==> config.mk <==
export PLATFORM = sky130hd
export DESIGN_NAME = ara_inval_buffer
export DESIGN_NICKNAME = d
export VERILOG_FILES = /design/src/rtl/ara_inval_buffer.sv
export SDC_FILE = /design/constraint.sdc
export NUM_CORES = 1
export LEC_CHECK = 0
export ABC_AREA = 1
export CAP_MARGIN = 20
export CORE_MARGIN = 1.5
export CORE_UTILIZATION = 35
export CTS_CLUSTER_DIAMETER = 50
export CTS_CLUSTER_SIZE = 25
export DETAILED_ROUTE_END_ITERATION = 16
export RECOVER_POWER = 100
export SLEW_MARGIN = 20
export SYNTH_ARGS = -nofsm -noshare
export SYNTH_HDL_FRONTEND = slang
export SYNTH_SLANG_ARGS = --single-unit
==> constraint.sdc <==
create_clock -name clk_i -period 3 [get_ports clk_i]
set_clock_uncertainty 0.2 [all_clocks]
set_input_delay 0.9 -clock clk_i [delete_from_list [all_inputs] [get_ports clk_i]]
set_output_delay 0.9 -clock clk_i [all_outputs]
set_load 0.01 [all_outputs]
==> src/rtl/ara_inval_buffer.sv <==
// ara_inval_buffer
// Buffers cache-line invalidations from the coprocessor-side AXI filter
// and delivers them to CVA6. Requests to a line that is already queued are
// coalesced instead of pushed, and a saturating counter tracks how often
// that happens.
module ara_inval_buffer #(
    parameter int unsigned Depth     = 4,
    parameter int unsigned AddrWidth = 64,
    parameter int unsigned LineBytes = 16,
    parameter int unsigned CntWidth  = 32
) (
    input  logic                 clk_i,
    input  logic                 rst_ni,
    input  logic                 en_i,
    input  logic                 clr_cnt_i,
    input  logic [AddrWidth-1:0] inval_addr_i,
    input  logic                 inval_valid_i,
    output logic                 inval_ready_o,
    output logic [AddrWidth-1:0] inval_addr_o,
    output logic                 inval_valid_o,
    input  logic                 inval_ready_i,
    output logic                 busy_o,
    output logic [CntWidth-1:0]  coalesce_cnt_o
);

    localparam int unsigned IdxW    = (Depth > 1) ? $clog2(Depth) : 1;
    localparam int unsigned PtrW    = IdxW + 1;
    localparam int unsigned OffsetW = (LineBytes > 1) ? $clog2(LineBytes) : 0;

    localparam logic [AddrWidth-1:0] LineMask = ~((AddrWidth'(1) << OffsetW) - AddrWidth'(1));
    localparam logic [CntWidth-1:0]  CntMax   = {CntWidth{1'b1}};
    localparam logic [CntWidth-1:0]  CntOne   = CntWidth'(1);

    logic [AddrWidth-1:0] entry_addr_q  [Depth];
    logic [Depth-1:0]     entry_valid_q;
    logic [PtrW-1:0]      wr_ptr_q;
    logic [PtrW-1:0]      rd_ptr_q;
    logic [CntWidth-1:0]  coalesce_cnt_q;

    logic [IdxW-1:0]      wr_idx;
    logic [IdxW-1:0]      rd_idx;
    logic                 empty;
    logic                 full;
    logic [AddrWidth-1:0] line_addr;
    logic                 in_hs;
    logic                 out_hs;
    logic                 match;
    logic                 do_coalesce;
    logic                 do_push;

    assign wr_idx = wr_ptr_q[IdxW-1:0];
    assign rd_idx = rd_ptr_q[IdxW-1:0];
    assign empty  = (wr_ptr_q == rd_ptr_q);
    assign full   = (wr_ptr_q[PtrW-1] != rd_ptr_q[PtrW-1]) &&
                    (wr_ptr_q[IdxW-1:0] == rd_ptr_q[IdxW-1:0]);

    assign line_addr = inval_addr_i & LineMask;

    // Ready depends only on stored occupancy, never on the CVA6 side ready.
    assign inval_ready_o = !full;
    assign in_hs         = inval_valid_i && inval_ready_o;

    assign inval_valid_o = !empty;
    assign inval_addr_o  = empty ? '0 : entry_addr_q[rd_idx];
    assign busy_o        = !empty;
    assign out_hs        = inval_valid_o && inval_ready_i;

    // Look for a queued copy of the line; the head leaving this cycle does not
    // count, since a write after an in-flight invalidation needs a fresh one.
    always_comb begin
        match = 1'b0;
        for (int i = 0; i < Depth; i++) begin
            if (entry_valid_q[i] && (entry_addr_q[i] == line_addr) &&
                !(out_hs && (rd_idx == IdxW'(i)))) begin
                match = 1'b1;
            end
        end
    end

    assign do_coalesce = in_hs && en_i && match;
    assign do_push     = in_hs && en_i && !match;

    // FIFO storage and pointer update; push and pop may both happen in one cycle.
    always_ff @(posedge clk_i or negedge rst_ni) begin
        if (!rst_ni) begin
            wr_ptr_q      <= '0;
            rd_ptr_q      <= '0;
            entry_valid_q <= '0;
            for (int i = 0; i < Depth; i++) begin
                entry_addr_q[i] <= '0;
            end
        end else begin
            if (out_hs) begin
                entry_valid_q[rd_idx] <= 1'b0;
                rd_ptr_q              <= rd_ptr_q + PtrW'(1);
            end
            if (do_push) begin
                entry_valid_q[wr_idx] <= 1'b1;
                entry_addr_q[wr_idx]  <= line_addr;
                wr_ptr_q              <= wr_ptr_q + PtrW'(1);
            end
        end
    end

    // Saturating coalesce counter; clear wins over a same-cycle increment.
    always_ff @(posedge clk_i or negedge rst_ni) begin
        if (!rst_ni) begin
            coalesce_cnt_q <= '0;
        end else if (clr_cnt_i) begin
            coalesce_cnt_q <= '0;
        end else if (do_coalesce && (coalesce_cnt_q != CntMax)) begin
            coalesce_cnt_q <= coalesce_cnt_q + CntOne;
        end
    end

    assign coalesce_cnt_o = coalesce_cnt_q;

endmodule

==> results.yml, run 1 <==
outcome:
  status: "complete, but fails checks"
  violations: "capacitance limit, slew limit, setup timing"
floorplanning:
  io_pins: 169
  die_area_mm2: 0.0575
  dieWidth_um: 240
  fp.dieH_um: 240
  rows: 86
  initial_core_util_pct: 35.5
  core_mm2: 0.0553
logic_synthesis:
  synth_most_common_cell: "nand2_1"
  synth_edf_count: 0
  async_reset_ff_share_pct: 100
  synthTopCellsByArea: "dfrtp_1 (36%), nand2_1 (21%), nand4_1 (8.9%)"
  synth_ff_type: "dfrtp_1"
  synth.avg_cell_area_um2: 6.62
  synth_seq_area_share_pct: 35.9
  yosys_register_bits: 282
  synth_common_cells: "nand2_1 (1102), inv_1 (295), dfrtp_1 (282)"
  ys_types: 31
  netlist_area_mm2: 0.0196
  syn_inst: 2968
  yosys.area.top_type: "dfrtp_1"
  synth_top_area_share_pct: 35.9
  yosysWarningCount: 0
sta:
  fin_ws_ns: -0.238
  hold_slack_ns: 0.297
  maxSlewHeadroom_pct: -41.6
  period_needed_ns: 3.24
  period_share_pct: 108
  finalHoldViolations: 0
  fmax_mhz: 309
  setup_violations: 307
  slew_violations: 33
  worstMarginPinSlew_ns: 2.12
  rsz0062_at_grt: "yes"
global_routing:
  grt_start_max_net_pins: 81
  grt-ovfl-total: 0
  grt_use_total_pct: 24.7
  grt_use_met1_pct: 33.5
  grt_first_pass_wirelength_mm: 110
  grt_pass1_vias: 19320
  grtUsageMet3_pct: 4.10
  met2_usage_pct: 39.0
  busiest_layer: "met2"
  antenna_found_initial: 3
worst_hold_path:
  hold_start: "entry_addr_q[136]"
  min_to: "entry_addr_q[136]"
  hold_class: "reg -> reg"
  hold_depth: 2
worst_setup_path:
  cp-start-kind: "flop"
  reg2reg_to: "entry_addr_q[32]"
  cp.required_ns: 1.90
  rrSetupSlack_ns: -0.22
  r2r_start: "rd_ptr_q[1]"
  worstRegToRegCells: 21
  cp_max_fo: 7
  path_class: "reg -> out"
  endpoint_kind: "output port"
  critPathArrivalTime_ns: 2.14
clocking:
  clock_path_buffers: 3
  cts_hold_buf: 0
  clkSlewWorstSetupHoldPaths_ns: 0.06
  clock-root-buffer: "clkbuf_16"
  clock_sinks: 282
  clk_latency_ns: 0.58
  cts_tree: "built"
  numCtsBuffers: 43
  htreeDepth: 2
finish:
  area_growth_pct: 42.5
  multi_input_area_mm2: 0.0112
  nets: 3362
  regArea_mm2: 0.00706
  drive_gt1_share_pct: 21.0
  fillers: 5350
route:
  firstDrtPassIters: 5
  wl_per_cell_um: 18.4
  route.detailed.drc: 0
  first_iter_violations: 1916
  drt.antenna.violating_nets: 0
  routed_wirelength_mm: 74.7
  vias_per_cell: 5.14
  vias: 20879
power:
  leakage_nw: 14.6
  peakVddDrop_uv: 804
  total_power_w: 0.0287
  power_density_mw_per_mm2: 1020
placement:
  dp_slack_ns: -0.788
  dp.final_hpwl_mm: 44.8
  portBuffers: 160
  routabilityCongestion: 0.873
flow_run:
  maxCapViolCount: 1
## through the flow
stage,TNS (ns),cell area (um2),cells,utilization [%]
global placement,-194.70,23700,3891,42.9
CTS,-9.92,26500,4028,48.0
detailed placement,-195.11,23700,3891,42.9
finish,-46.64,28000,4066,50.6
global route,-88.52,28000,4066,50.6
floorplan,0,19600,2971,-
## kinds of logic after synthesis
family,after synthesis,share of synthesized area [%]
adders and majority gates,9,0.574
buffers and inverters,531,11.1
DFF,282,35.9
xor gates and xnor gates,206,9.23
other,1,0.0191
and+or+nand+nor,1709,37.1
AOI/OAI and AO/OA,230,6.00
## power breakdown
part / switching [W] / internal [W]
registers: 0.00154 / 0.00533
logic: 0.00910 / 0.00733
clock network: 0.00199 / 0.00338
## sequential cells by signal, summed over array words and instances, names as in the netlist
| signal | cells |
|---|---|
| entry_addr_q | 240 |
| coalesce_cnt_o | 32 |
| entry_valid_q | 4 |
| rd_ptr_q | 3 |
| wr_ptr_q | 3 |
## cells in the final DEF, fill, tap and decap left out, types with 70 or more instances in the layout
master   netlist  final
nand4_1      279    279
xnor2_1      106    102
inv_1        295    265
nor2_1       230    202
buf_12         0     74
buf_6          1     70
buf_4          9    162
dfrtp_1      282    280
nand2_1     1102   1032
xor2_1        99     98
## per-layer routing
layer	routed length [um]	vias to the layer above
met5	9	-
met1	32500	9933
met4	2410	2
met3	5240	148
met2	34500	743
li1	-	10053
## worst max-delay path, stage by stage (launching register included)
cell       delay (ns)
dfrtp_2          0.45
clkinv_4         0.13
nand2_2          0.07
nand2_2          0.09
nand3_4          0.10
buf_12           0.17
buf_12           0.15
clkbuf_16        0.16
buf_6            0.11
buf_6            0.11
## cell type report
cell class / instances / area share [%]
Clock inverter: 21 / 0.997
Timing Repair Buffer: 497 / 21.5
Sequential cell: 282 / 25.2
Multi-Input combinational cell: 2158 / 40.2
Timing Repair inverter: 2 / 0.0894
Clock buffer: 58 / 4.48
Inverter: 299 / 4.17
Tap cell: 748 / 3.34
Antenna cell: 1 / 0.00894
## worst max-delay path by stage
stage / start / end / slack (ns) / cells after the start
3_3_place_gp: inval_addr_i[5] / coalesce_cnt_o[11] / -0.78 / 18
2_1_floorplan: rd_ptr_q[0] / inval_addr_o[57] / 0.09 / 9
6_report: rd_ptr_q[1] / inval_valid_o / -0.24 / 9
4_1_cts: rd_ptr_q[0] / inval_addr_o[17] / -0.23 / 11
3_5_place_dp: inval_addr_i[32] / entry_addr_q[80] / -0.79 / 14
5_1_grt: rd_ptr_q[1] / entry_addr_q[29] / -0.30 / 21
## timing repair
action	in CTS	in global routing
pin swaps	47	96
buffers inserted	36	22
endpoints found under the hold margin	0	0
setup endpoints to repair	333	338
cloned	22	24
resized for setup	448	297
Power figures use the tool's default switching activity.
==> run 2: changes to the inputs <==
SLEW_MARGIN = 10   (was 20)
==> results of run 2 <==
No change in the layout: final DEF, timing and power equal those of run 1.
